==> src/rtl/serial_frame_receiver.sv <==
// Oversampling asynchronous serial receiver: start/data/(parity)/stop framing, level-held ready flag.
// Optional even-parity bit enabled by defining SERIAL_RX_PARITY_EN.
module serial_frame_receiver #(
    parameter int DATA_BITS  = 8,
    parameter int OVERSAMPLE = 16
) (
    input  logic                 clk,
    input  logic                 reset_n,
    input  logic                 sample_tick,
    input  logic                 data_in,
    input  logic                 char_ack,
    output logic [DATA_BITS-1:0] data_out,
    output logic                 char_received,
    output logic                 frame_error,
    output logic                 overrun,
    output logic                 parity_error,
    output logic                 busy
);

    localparam int TW = $clog2(OVERSAMPLE);
    localparam int BW = (DATA_BITS > 1) ? $clog2(DATA_BITS) : 1;
    localparam logic [TW-1:0] TICK_MID  = TW'(OVERSAMPLE / 2 - 1);
    localparam logic [TW-1:0] TICK_LAST = TW'(OVERSAMPLE - 1);
    localparam logic [BW-1:0] BIT_LAST  = BW'(DATA_BITS - 1);

    typedef enum logic [2:0] {IDLE, START, DATA, PARITY, STOP} state_t;

    state_t                 state, state_next;
    logic                   sync1, rx_s, prev_s;
    logic [TW-1:0]          tick_cnt, tick_next;
    logic [BW-1:0]          bit_cnt, bit_next;
    logic [DATA_BITS-1:0]   shift_reg;
    logic                   shift_en, complete, parity_sample;

    always_ff @(posedge clk or negedge reset_n) begin
        if (!reset_n) state <= IDLE;
        else          state <= state_next;
    end

    always_comb begin
        state_next    = state;
        tick_next     = tick_cnt;
        bit_next      = bit_cnt;
        shift_en      = 1'b0;
        complete      = 1'b0;
        parity_sample = 1'b0;
        if (sample_tick) begin
            case (state)
                IDLE: begin
                    // Falling edge only: a line held low must first return high.
                    if (prev_s && !rx_s) begin
                        state_next = START;
                        tick_next  = '0;
                    end
                end
                START: begin
                    if (tick_cnt == TICK_MID) begin
                        tick_next  = '0;
                        bit_next   = '0;
                        state_next = rx_s ? IDLE : DATA;
                    end else begin
                        tick_next = tick_cnt + 1'b1;
                    end
                end
                DATA: begin
                    if (tick_cnt == TICK_LAST) begin
                        tick_next = '0;
                        shift_en  = 1'b1;
                        if (bit_cnt == BIT_LAST) begin
`ifdef SERIAL_RX_PARITY_EN
                            state_next = PARITY;
`else
                            state_next = STOP;
`endif
                        end else begin
                            bit_next = bit_cnt + 1'b1;
                        end
                    end else begin
                        tick_next = tick_cnt + 1'b1;
                    end
                end
`ifdef SERIAL_RX_PARITY_EN
                PARITY: begin
                    if (tick_cnt == TICK_LAST) begin
                        tick_next     = '0;
                        parity_sample = 1'b1;
                        state_next    = STOP;
                    end else begin
                        tick_next = tick_cnt + 1'b1;
                    end
                end
`endif
                STOP: begin
                    if (tick_cnt == TICK_LAST) begin
                        tick_next  = '0;
                        complete   = 1'b1;
                        state_next = IDLE;
                    end else begin
                        tick_next = tick_cnt + 1'b1;
                    end
                end
                default: state_next = IDLE;
            endcase
        end
    end

    always_ff @(posedge clk or negedge reset_n) begin
        if (!reset_n) begin
            sync1         <= 1'b1;
            rx_s          <= 1'b1;
            prev_s        <= 1'b1;
            tick_cnt      <= '0;
            bit_cnt       <= '0;
            shift_reg     <= '0;
            data_out      <= '0;
            char_received <= 1'b0;
            frame_error   <= 1'b0;
            overrun       <= 1'b0;
        end else begin
            sync1    <= data_in;
            rx_s     <= sync1;
            tick_cnt <= tick_next;
            bit_cnt  <= bit_next;
            if (sample_tick) prev_s <= rx_s;
            if (shift_en)    shift_reg <= {rx_s, shift_reg[DATA_BITS-1:1]};
            // A completion coinciding with an ack keeps the flag set: the ack consumed the old frame.
            if (complete) begin
                data_out      <= shift_reg;
                frame_error   <= ~rx_s;
                char_received <= 1'b1;
                overrun       <= overrun | (char_received & ~char_ack);
            end else if (char_ack && char_received) begin
                char_received <= 1'b0;
                overrun       <= 1'b0;
            end
        end
    end

`ifdef SERIAL_RX_PARITY_EN
    logic parity_bit;

    always_ff @(posedge clk or negedge reset_n) begin
        if (!reset_n) begin
            parity_bit   <= 1'b0;
            parity_error <= 1'b0;
        end else begin
            if (parity_sample) parity_bit <= rx_s;
            if (complete)      parity_error <= (^shift_reg) ^ parity_bit;
        end
    end
`else
    assign parity_error = 1'b0;
`endif

    assign busy = (state != IDLE);

endmodule

==> config.mk <==
export PLATFORM = sky130hd
export DESIGN_NAME = serial_frame_receiver
export DESIGN_NICKNAME = d
export VERILOG_FILES = /design/src/rtl/serial_frame_receiver.sv
export SDC_FILE = /design/constraint.sdc
export NUM_CORES = 1
export LEC_CHECK = 0
export CELL_PAD_IN_SITES_DETAIL_PLACEMENT = 1
export CELL_PAD_IN_SITES_GLOBAL_PLACEMENT = 1
export CORE_AREA = 2 2 65 67
export DETAILED_ROUTE_END_ITERATION = 8
export DIE_AREA = 0 0 67 69
export PLACE_DENSITY = 0.76
export SLEW_MARGIN = 40
export SYNTH_ARGS = -nofsm -noshare
export SYNTH_HDL_FRONTEND = slang
export SYNTH_SLANG_ARGS = --single-unit
==> constraint.sdc <==
create_clock -name clk -period 1.85 [get_ports clk]
set_clock_uncertainty 0.1 [all_clocks]
set_input_delay 0.37 -clock clk [delete_from_list [all_inputs] [get_ports clk]]
set_output_delay 0.37 -clock clk [all_outputs]
set_load 0.03 [all_outputs]
==> metrics.txt <==
#FFs+latches synth 32; fin crit share 98.4%; CTS Sinks 32; Lkg Pwr 0.944 nW; clock power share 26.5%; adder-cell area share of the yosys netlist 2.45%; Hold Path Class register to register; Primary FF master, synth dfrtp_1; number of flops mapped to enable cells by yosys 0; I/O pins 18; register clock-pin slew on the reported worst setup and hold paths 0.06 ns; drt pass-1 iters 2; vias per std cell 4.95; hold violation count in the final report 0; Slowest-stage cell, CP dfrtp_1; combinational power share 32.7%; worst hold start sync1$_DFF_PN1_; switch share 32.1%; most frequent cells in the layout dfrtp_1, buf_4, mux2_2; core area 3910 sq um; Syn Nets 128; Final min period 1.82 ns; combinational family with the most area after synthesis multiplexers; Slew Limit Fails 0; Synth Area in Compound Gates 10.9%; Root Driver clkbuf_8; routed len/inst 15.6 um; number of global-route vias before repair 1188; cell area after synthesis 1530 sq um; Synth cell types 39; overall routed net length 3250 um; n_diodes 0; slowest stage delay, CP 0.40 ns; DR WL met2 1720 um; GP Congestion 0.886; Layout area overhead 28.3%; startpoint type of the worst setup path register; status completed; Tot Pwr 1.96 mW; Avg Inst Size Synth 12.8 sq um; aggregate global-route resource usage 16.3%; cell mode on critical path ha_1; sequential power share 40.9%; Synth Warn # 0; WL met1 1370 um; num rows 23; via count 1030; Worst Path Required 1.91 ns; crit-path cells ha_1 -> ha_1 -> nand2b_1 -> o22ai_1 -> nand4_1 -> mux2_1; Final setup viols 0; CP max FO 3; CP endpoint kind register; CTS tree done; P_int 1.33 mW; routed length on met3 137 um; crit path launch bit_cnt[0]$_DFFE_PN0P_; post-synthesis xor/xnor area fraction 0.571%; Die Wd 67 um; Starting Density 39.2%; Final Util 50.3%; uppermost layer routed met4; most common cell after layout, fill and taps aside dfrtp_1; Power Dens Cells 998 nW/um^2; asr flop ratio synth 100%; simple-gate area share of the yosys netlist 11.4%; Worst-Skew Late Latency 0.29 ns; Die ar. 4620 sq um; register area share after synthesis 52.5%; Max Cap Violations 0; WP data arrival 1.88 ns; RR Startpoint bit_cnt[0]$_DFFE_PN0P_; Sum Neg Setup Slack 0 ns; Peak VDD IR 487 uV; CTS Buf Count 5; GRT Residual Overflow 0; antenna violations before repair 0; CTS H-tree lvls 2; Port Buffers 16; dpl hpwl 2390 um; largest net degree at the start of global routing 33; filler instances 429; Psw 630 uW; Bufs on Longest Clock Path 2; drt initial violations 17; post-synthesis mux area share 17.2%; chip height 69 um; Final Net Count 165; maximum clock frequency 0.549 GHz; share of layout cells above drive strength 1 36.1%; post-synthesis cell count 120; Worst Setup Path Type register to register; Routed Antenna Nets 0; first-pass GRT wire length 5610 um; Remaining DRCs 0
-- cell type report --
cell class / count / area [sq um] / share of cell area, %
tap: 50 / 62.6 / 3.18
multi-input combinational: 76 / 678 / 34.5
inverter: 7 / 26.3 / 1.34
clock buffer: 6 / 72.6 / 3.69
clock inverter: 2 / 12.5 / 0.636
sequential: 32 / 806 / 41.0
timing repair buffer: 35 / 309 / 15.7
-- cell usage after synthesis, drive strengths merged, types with 2 or more instances --
master / count / area, sq um
nand2b: 4 / 25.0
nand2: 5 / 18.8
o21bai: 3 / 22.5
a22o: 2 / 17.5
nor2: 5 / 26.3
o21ai: 6 / 37.5
dfrtp: 29 / 726
o22ai: 2 / 12.5
a21oi: 2 / 10.0
nor2b: 2 / 12.5
buf: 5 / 46.3
dfstp: 3 / 78.8
ha: 3 / 37.5
nand4: 2 / 12.5
inv: 7 / 26.3
mux2: 19 / 214
mux2i: 5 / 50.1
-- layer usage --
metal,track usage [%],vias up
li1,-,495
met1,18.8,516
met2,27.6,17
met3,6.69,2
met4,4.08,0
met5,0,-
-- repair_timing --
item,CTS,global route
hold endpoints to repair,0,0
gates resized for setup,5,5
hold buffers,0,0
buffers inserted,0,4
endpoints found under the setup margin,17,25
pin swaps,1,1
-- final timing paths --
check	end	slack [ns]	cells after the start
hold reg to reg	rx_s$_DFF_PN1_	0.26	0
max in group asynchronous	prev_s$_DFFE_PN1P_	0.94	2
setup reg to reg	bit_cnt[0]$_DFFE_PN0P_	0.03	6
hold / removal	rx_s$_DFF_PN1_	0.26	0
min in group asynchronous	state[0]$_DFFE_PN0P_	0.38	2
setup / recovery	bit_cnt[0]$_DFFE_PN0P_	0.03	6
-- cells by family (layout without fill, tap and decap cells) --
| logic type | Yosys count | count (layout) |
|---|---|---|
| DFF | 32 | 32 |
| other | 1 | 1 |
| muxes | 24 | 24 |
| AOI/OAI and AO/OA | 20 | 20 |
| buffers and inverters | 12 | 50 |
| and+or+nand+nor | 27 | 27 |
| xor gates and xnor gates | 1 | 1 |
| adders and majority gates | 3 | 3 |
-- power groups by stage --
stage | Sequential (mW) | Combinational, mW | Clock [mW]
final | 0.802 | 0.642 | 0.519
after global placement | 0.801 | 0.556 | 0
after floorplan | 0.793 | 0.408 | 0
after detailed placement | 0.809 | 0.577 | 0
after CTS | 0.798 | 0.586 | 0.535
after global routing | 0.805 | 0.700 | 0.572
-- critical path, delay by kind of cell (launching register included) --
family | cells | cell delay, ns
flops | 1 | 0.40
fa+ha+maj | 2 | 0.40
mux | 1 | 0.35
simple gates | 2 | 0.32
compound gates | 1 | 0.13
-- stage by stage --
stage / hold slack [ns] / cell area [sq um] / setup WS (ns) / std cells
final: 0.258 / 1970 / 0.0299 / 208
after detailed placement: 0.251 / 1820 / -0.227 / 196
after CTS: 0.261 / 1910 / 0.00875 / 204
after global placement: 0.247 / 1820 / -0.178 / 196
after global routing: 0.265 / 1970 / -0.00403 / 208
after floorplan: -0.0256 / 1530 / 0.0931 / 120
(Power assumes the default switching activity.)
